File: src/rtl/sr_latch_driver_if.sv
// Command handshake between a requester and the SR latch driver.
interface sr_latch_driver_if;
    logic       cmd_valid;
    logic [1:0] cmd_op;
    logic       cmd_ready;

    modport master (output cmd_valid, output cmd_op, input  cmd_ready);
    modport slave  (input  cmd_valid, input  cmd_op, output cmd_ready);
endinterface

File: src/rtl/sr_latch_driver.sv
// Sequences set/reset/toggle/check operations onto a gated SR latch and
// verifies the latch output once the operation has settled.
module sr_latch_driver #(
    parameter int unsigned PULSE_W = 2,
    parameter int unsigned SETTLE  = 1
) (
    input  logic                clk,
    input  logic                rst,
    sr_latch_driver_if.slave    cmd,
    output logic                s,
    output logic                r,
    output logic                e,
    input  logic                q_in,
    output logic                done,
    output logic                err,
    output logic                q_exp,
    output logic [7:0]          err_cnt
);

    localparam int unsigned ERR_W   = 8;
    localparam int unsigned CNT_MAX = (PULSE_W > SETTLE) ? PULSE_W : SETTLE;
    localparam int unsigned CNT_W   = (CNT_MAX > 1) ? $clog2(CNT_MAX) : 1;

    localparam logic [1:0] OP_CHECK  = 2'b00;
    localparam logic [1:0] OP_SET    = 2'b01;
    localparam logic [1:0] OP_RESET  = 2'b10;
    localparam logic [1:0] OP_TOGGLE = 2'b11;

    typedef enum logic [2:0] {
        ST_IDLE,
        ST_SETUP,
        ST_PULSE,
        ST_HOLD,
        ST_SETTLE,
        ST_CHECK
    } state_e;

    // Settle phase disappears entirely when SETTLE is zero.
    localparam state_e POST_HOLD = (SETTLE > 0) ? ST_SETTLE : ST_CHECK;

    state_e             state_q, state_d;
    logic [CNT_W-1:0]   cnt_q, cnt_d;
    logic               q_exp_q, q_exp_d;
    logic               s_q, s_d;
    logic               r_q, r_d;
    logic               e_q, e_d;
    logic               done_q, done_d;
    logic               err_q, err_d;
    logic               cmd_ready_q, cmd_ready_d;
    logic [ERR_W-1:0]   err_cnt_q, err_cnt_d;
    logic               drive_c;

    always_ff @(posedge clk) begin
        if (rst) begin
            state_q     <= ST_IDLE;
            cnt_q       <= '0;
            q_exp_q     <= 1'b0;
            s_q         <= 1'b0;
            r_q         <= 1'b0;
            e_q         <= 1'b0;
            done_q      <= 1'b0;
            err_q       <= 1'b0;
            cmd_ready_q <= 1'b0;
            err_cnt_q   <= '0;
        end else begin
            state_q     <= state_d;
            cnt_q       <= cnt_d;
            q_exp_q     <= q_exp_d;
            s_q         <= s_d;
            r_q         <= r_d;
            e_q         <= e_d;
            done_q      <= done_d;
            err_q       <= err_d;
            cmd_ready_q <= cmd_ready_d;
            err_cnt_q   <= err_cnt_d;
        end
    end

    always_comb begin
        state_d   = state_q;
        cnt_d     = cnt_q;
        q_exp_d   = q_exp_q;
        err_cnt_d = err_cnt_q;

        case (state_q)
            ST_IDLE: begin
                if (cmd.cmd_valid && cmd_ready_q) begin
                    cnt_d = '0;
                    case (cmd.cmd_op)
                        OP_SET:    q_exp_d = 1'b1;
                        OP_RESET:  q_exp_d = 1'b0;
                        OP_TOGGLE: q_exp_d = ~q_in;
                        default:   q_exp_d = q_in;
                    endcase
                    state_d = (cmd.cmd_op == OP_CHECK) ? POST_HOLD : ST_SETUP;
                end
            end
            ST_SETUP: begin
                cnt_d   = '0;
                state_d = ST_PULSE;
            end
            ST_PULSE: begin
                if (cnt_q == CNT_W'(PULSE_W - 1)) begin
                    cnt_d   = '0;
                    state_d = ST_HOLD;
                end else begin
                    cnt_d = cnt_q + CNT_W'(1);
                end
            end
            ST_HOLD: begin
                cnt_d   = '0;
                state_d = POST_HOLD;
            end
            ST_SETTLE: begin
                if (cnt_q == CNT_W'(SETTLE - 1)) begin
                    cnt_d   = '0;
                    state_d = ST_CHECK;
                end else begin
                    cnt_d = cnt_q + CNT_W'(1);
                end
            end
            ST_CHECK: state_d = ST_IDLE;
            default:  state_d = ST_IDLE;
        endcase

        // Outputs are decoded from the next state so they register in step with it.
        // The target value picks the latch input, so s and r are mutually exclusive.
        drive_c     = (state_d == ST_SETUP) || (state_d == ST_PULSE) || (state_d == ST_HOLD);
        s_d         = drive_c &&  q_exp_d;
        r_d         = drive_c && !q_exp_d;
        e_d         = (state_d == ST_PULSE);
        done_d      = (state_d == ST_CHECK);
        err_d       = done_d && (q_in != q_exp_d);
        cmd_ready_d = (state_d == ST_IDLE);
        if (err_d && (err_cnt_q != '1)) begin
            err_cnt_d = err_cnt_q + ERR_W'(1);
        end
    end

    assign cmd.cmd_ready = cmd_ready_q;
    assign s             = s_q;
    assign r             = r_q;
    assign e             = e_q;
    assign done          = done_q;
    assign err           = err_q;
    assign q_exp         = q_exp_q;
    assign err_cnt       = err_cnt_q;

endmodule

File: src/flat_wrapper.sv
// flat-port wrapper written by rule: the top's interface ports become plain ports
module sr_latch_driver_flat 
#(
    parameter int unsigned PULSE_W = 2,
    parameter int unsigned SETTLE  = 1
)
  (clk, rst, s, r, e, q_in, done, err, q_exp, err_cnt, cmd_cmd_valid, cmd_cmd_op, cmd_cmd_ready);
  sr_latch_driver_if cmd_i ();
  input  logic clk;
  input  logic rst;
  output logic s;
  output logic r;
  output logic e;
  input  logic q_in;
  output logic done;
  output logic err;
  output logic q_exp;
  output logic [7:0] err_cnt;
  input wire logic [$bits(cmd_i.cmd_valid)-1:0] cmd_cmd_valid;
  input wire logic [$bits(cmd_i.cmd_op)-1:0] cmd_cmd_op;
  output wire logic [$bits(cmd_i.cmd_ready)-1:0] cmd_cmd_ready;
  assign cmd_i.cmd_valid = cmd_cmd_valid;
  assign cmd_i.cmd_op = cmd_cmd_op;
  assign cmd_cmd_ready = cmd_i.cmd_ready;
  sr_latch_driver #(.PULSE_W(PULSE_W), .SETTLE(SETTLE)) u_core (.clk(clk), .rst(rst), .cmd(cmd_i), .s(s), .r(r), .e(e), .q_in(q_in), .done(done), .err(err), .q_exp(q_exp), .err_cnt(err_cnt));
endmodule
File: config.mk
export PLATFORM = sky130hd
export DESIGN_NAME = sr_latch_driver_flat
export DESIGN_NICKNAME = d
export VERILOG_FILES = /design/src/rtl/sr_latch_driver_if.sv /design/src/rtl/sr_latch_driver.sv /design/src/flat_wrapper.sv
export SDC_FILE = /design/constraint.sdc
export NUM_CORES = 1
export LEC_CHECK = 0
export BUFFER_PORTS_ARGS = -buffer_cell sky130_fd_sc_hd__buf_2
export CAP_MARGIN = 20
export CORE_UTILIZATION = 46
export CTS_CLUSTER_DIAMETER = 30
export DETAILED_ROUTE_END_ITERATION = 12
export HOLD_SLACK_MARGIN = 0.12
export MAX_ROUTING_LAYER = met4
export PLACE_DENSITY = 0.8
export SYNTH_ARGS = -nofsm -noshare
export SYNTH_HDL_FRONTEND = slang
export SYNTH_SLANG_ARGS = --single-unit
File: constraint.sdc
create_clock -name clk -period 2.6 [get_ports clk]
set_input_delay 0.65 -clock clk [delete_from_list [all_inputs] [get_ports clk]]
set_output_delay 0.65 -clock clk [all_outputs]
set_load 0.05 [all_outputs]
==> out/summary.txt <==
RR Endpoint - u_core.err_cnt[7]$_SDFFE_PP0P_
initial drt markers - 21
# nets final - 136
worst endpoint data arrival time - 2.60 ns
main combinational cell family by area after synthesis - simple AND/OR/NAND/NOR gates
DRC Markers - 0
Layout area overhead - 14.3%
fraction of layout cells with a size suffix above 1 - 25.0%
Overall Global Routing Usage - 20.8%
clock root cell - clkbuf_4
maximum VDD drop - 0.397 mV
core area - 1800 sq um
post-synthesis sequential area ratio - 41.0%
Finished Cell Area - 1060 sq um
io pins - 21
Leakage - 0.444 nW
critical path launch point type - flip-flop
vias per cell - 5.80
routed length per instance - 13.1 um
Syn Area/Cell - 8.52 sq um
post-synthesis simple-gate area fraction - 30.7%
worst r2r src - u_core.state_q[2]$_SDFF_PP0_
Setup crit start - u_core.state_q[2]$_SDFF_PP0_
CP Capture Type - flip-flop
floorplan row count - 15
DPL Wire Length - 1390 um
CTS Sinks - 19
leading cell type in the layout, fill and taps excluded - buf_2
Worst R2R Setup Slack - 0.24 ns
synthesis-stage register bit count - 19
CP Buf/Inv Count - 0
clk slew on worst S/H paths - 0.12 ns
RD Place Congestion - 0.900
H-tree level count - 1
Crit path required time - 2.83 ns
Antenna Nets Post-Route - 0
fin. max-slew vios - 0
Worst setup endpoint - u_core.err_cnt[7]$_SDFFE_PP0P_
area share of fa/ha/maj cells after synthesis - 1.35%
Max Clk Rate - 423 MHz
status - completed
Slowest-stage cell, CP - dfxtp_1
first-pass GRT wire length - 3100 um
clock latency at the later pin of the worst-skew pair - 0.30 ns
Synth Area in Compound Gates - 19.3%
Tot Pwr - 627 uW
Min Hold Slack - 0.507 ns
setup TNS - 0 ns
IO buf count - 20
post-synthesis cell type count - 38
CTS tree - yes
Max Cap Violations - 0
antenna violations before repair - 0
pin count of the biggest net entering global routing - 17
PostCTS Resize Cnt - 0
xor/xnor share of the synthesized area - 0.943%
worst hold path type - flip-flop to flip-flop
Mapped Area - 928 sq um
Final Hold Fails - 0
die width - 46.9 um
Levels on crit path - 5
Mapped Cells - 109
Final Skew - 0.00806 ns
commonest non-fill, non-tap cells in the layout - buf_2 (20), dfxtp_1 (19), nor2_1 (11)
crit-path cells - nor3b_1 > o21ai_0 > a32o_1 > or4_1 > a21oi_1
fin crit period - 2.36 ns
Worst slew margin - 68.3%
hold buffers post-CTS - 0
Top delay family on crit path - simple AND/OR/NAND/NOR gates
Antenna Cells - 0
CTS buffer count - 3
Placed Area - 1030 sq um
unrepaired setup endpoints after global routing - no
drt first pass iters - 4
vias in the first global route - 745
total wire length - 2010 um
clk buf depth - 2
GR Overflow Total - 0
final setup violating endpoints - 0
CP max stage delay - 0.54 ns
cell area power density - 591 nW/um^2
die footprint - 2200 sq um
worst setup path class - flip-flop to flip-flop
CP Max Fanout - 16
Starting Density - 51.5%
multiplexer share of the synthesized area - 2.29%
Die Height - 46.9 um
R2R depth - 5
vias after detailed routing - 888
worst slew pin tran - 0.476 ns
Post-CTS Repair Setup Buffers - 0
Mapped Nets - 116
yosys warns - 0
Tcrit/Tclk final - 90.9%
registers in the layout, summed over array words and instances, names as in the netlist:
| signal | cells |
|---|---|
| u_core.err_cnt | 8 |
| u_core.state_q | 3 |
| u_core.cmd.cmd_ready | 1 |
| u_core.cnt_q | 1 |
| u_core.done | 1 |
| u_core.e | 1 |
| u_core.err | 1 |
| u_core.q_exp | 1 |
| u_core.r | 1 |
| u_core.s | 1 |
cell type report:
class / instances / area, sq um
fill: 174 / 741
multi-input combinational: 81 / 507
sequential: 19 / 380
timing repair buffer: 20 / 100
tap: 25 / 31.3
clock buffer: 3 / 22.5
inverter: 4 / 15.0
clock inverter: 1 / 5.00
per-stage QoR:
step / instances / setup slack (ns) / util (%)
floorplan: 109 / 0.475 / -
global placement: 149 / 0.287 / 57.4
detailed placement: 149 / 0.248 / 57.4
CTS: 153 / 0.243 / 58.9
global route: 153 / 0.0667 / 58.9
finish: 153 / 0.236 / 58.9
Yosys cell counts:
| library cell | n | area share, % |
|---|---|---|
| a21o_1 | 1 | 0.81 |
| a21oi_1 | 9 | 4.9 |
| a22o_1 | 1 | 0.94 |
| a22oi_1 | 1 | 0.81 |
| a31oi_1 | 1 | 0.67 |
| a32o_1 | 1 | 1.1 |
| a41oi_1 | 1 | 0.94 |
| and2_1 | 1 | 0.67 |
| and3_1 | 5 | 3.4 |
| and3b_2 | 1 | 1.1 |
| buf_6 | 1 | 1.2 |
| clkbuf_1 | 4 | 1.6 |
| dfxtp_1 | 19 | 41 |
| ha_1 | 1 | 1.3 |
| inv_1 | 4 | 1.6 |
| mux2_2 | 1 | 1.2 |
| mux2i_1 | 1 | 1.1 |
| nand2_1 | 4 | 1.6 |
| nand2_4 | 1 | 1.2 |
| nand3_1 | 6 | 3.2 |
| nand3b_1 | 1 | 0.81 |
| nand4_1 | 1 | 0.67 |
| nor2_1 | 11 | 4.4 |
| nor2b_1 | 2 | 1.3 |
| nor3_1 | 5 | 2.7 |
| nor3b_1 | 1 | 0.81 |
| o211ai_4 | 1 | 2.3 |
| o21ai_0 | 8 | 4.3 |
| o31ai_1 | 2 | 1.6 |
| o32ai_1 | 1 | 0.94 |
| or2_2 | 1 | 0.67 |
| or2b_1 | 1 | 0.81 |
| or3_1 | 4 | 2.7 |
| or3_2 | 1 | 0.81 |
| or3b_2 | 1 | 0.94 |
| or4_1 | 2 | 1.6 |
| or4_4 | 1 | 1.2 |
| xnor2_1 | 1 | 0.94 |
report_power, final:
| group | total (mW) | switching (mW) | internal (mW) | leakage [nW] |
|---|---|---|---|---|
| logic | 0.144 | 0.0972 | 0.0469 | 0.273 |
| clock network | 0.153 | 0.0954 | 0.0574 | 0.0177 |
| registers | 0.330 | 0.0221 | 0.308 | 0.154 |
| total | 0.627 | 0.215 | 0.412 | 0.444 |
worst register-to-register path, cell delays in order (launching register included):
cell,delay (ns)
dfxtp_1,0.54
nor3b_1,0.45
o21ai_0,0.18
a32o_1,0.43
or4_1,0.55
a21oi_1,0.16
cell families after synthesis:
family / count (synthesis)
and+or+nand+nor: 50
AOI/OAI and AO/OA: 27
DFF: 19
buffers and inverters: 9
muxes: 2
xor gates and xnor gates: 1
adders and majority gates: 1
how the worst min path moves through the flow:
stage                                         startpoint                        endpoint  slack (ns)  cells past startpoint
after global placement    u_core.err_cnt[6]$_SDFFE_PP0P_  u_core.err_cnt[6]$_SDFFE_PP0P_        0.48                      2
after global routing      u_core.err_cnt[6]$_SDFFE_PP0P_  u_core.err_cnt[6]$_SDFFE_PP0P_        0.53                      2
after detailed placement  u_core.err_cnt[6]$_SDFFE_PP0P_  u_core.err_cnt[6]$_SDFFE_PP0P_        0.48                      2
final                     u_core.err_cnt[6]$_SDFFE_PP0P_  u_core.err_cnt[6]$_SDFFE_PP0P_        0.51                      2
after floorplan                u_core.cnt_q$_SDFFE_PP0P_       u_core.cnt_q$_SDFFE_PP0P_        0.54                      2
after CTS                 u_core.err_cnt[6]$_SDFFE_PP0P_  u_core.err_cnt[6]$_SDFFE_PP0P_        0.50                      2
layer usage:
layer	routed length (um)	track usage, %
met5	0	-
met2	993	36.7
met4	12	8.00
met1	894	22.6
met3	106	4.62
Power figures use the tool's default switching activity.
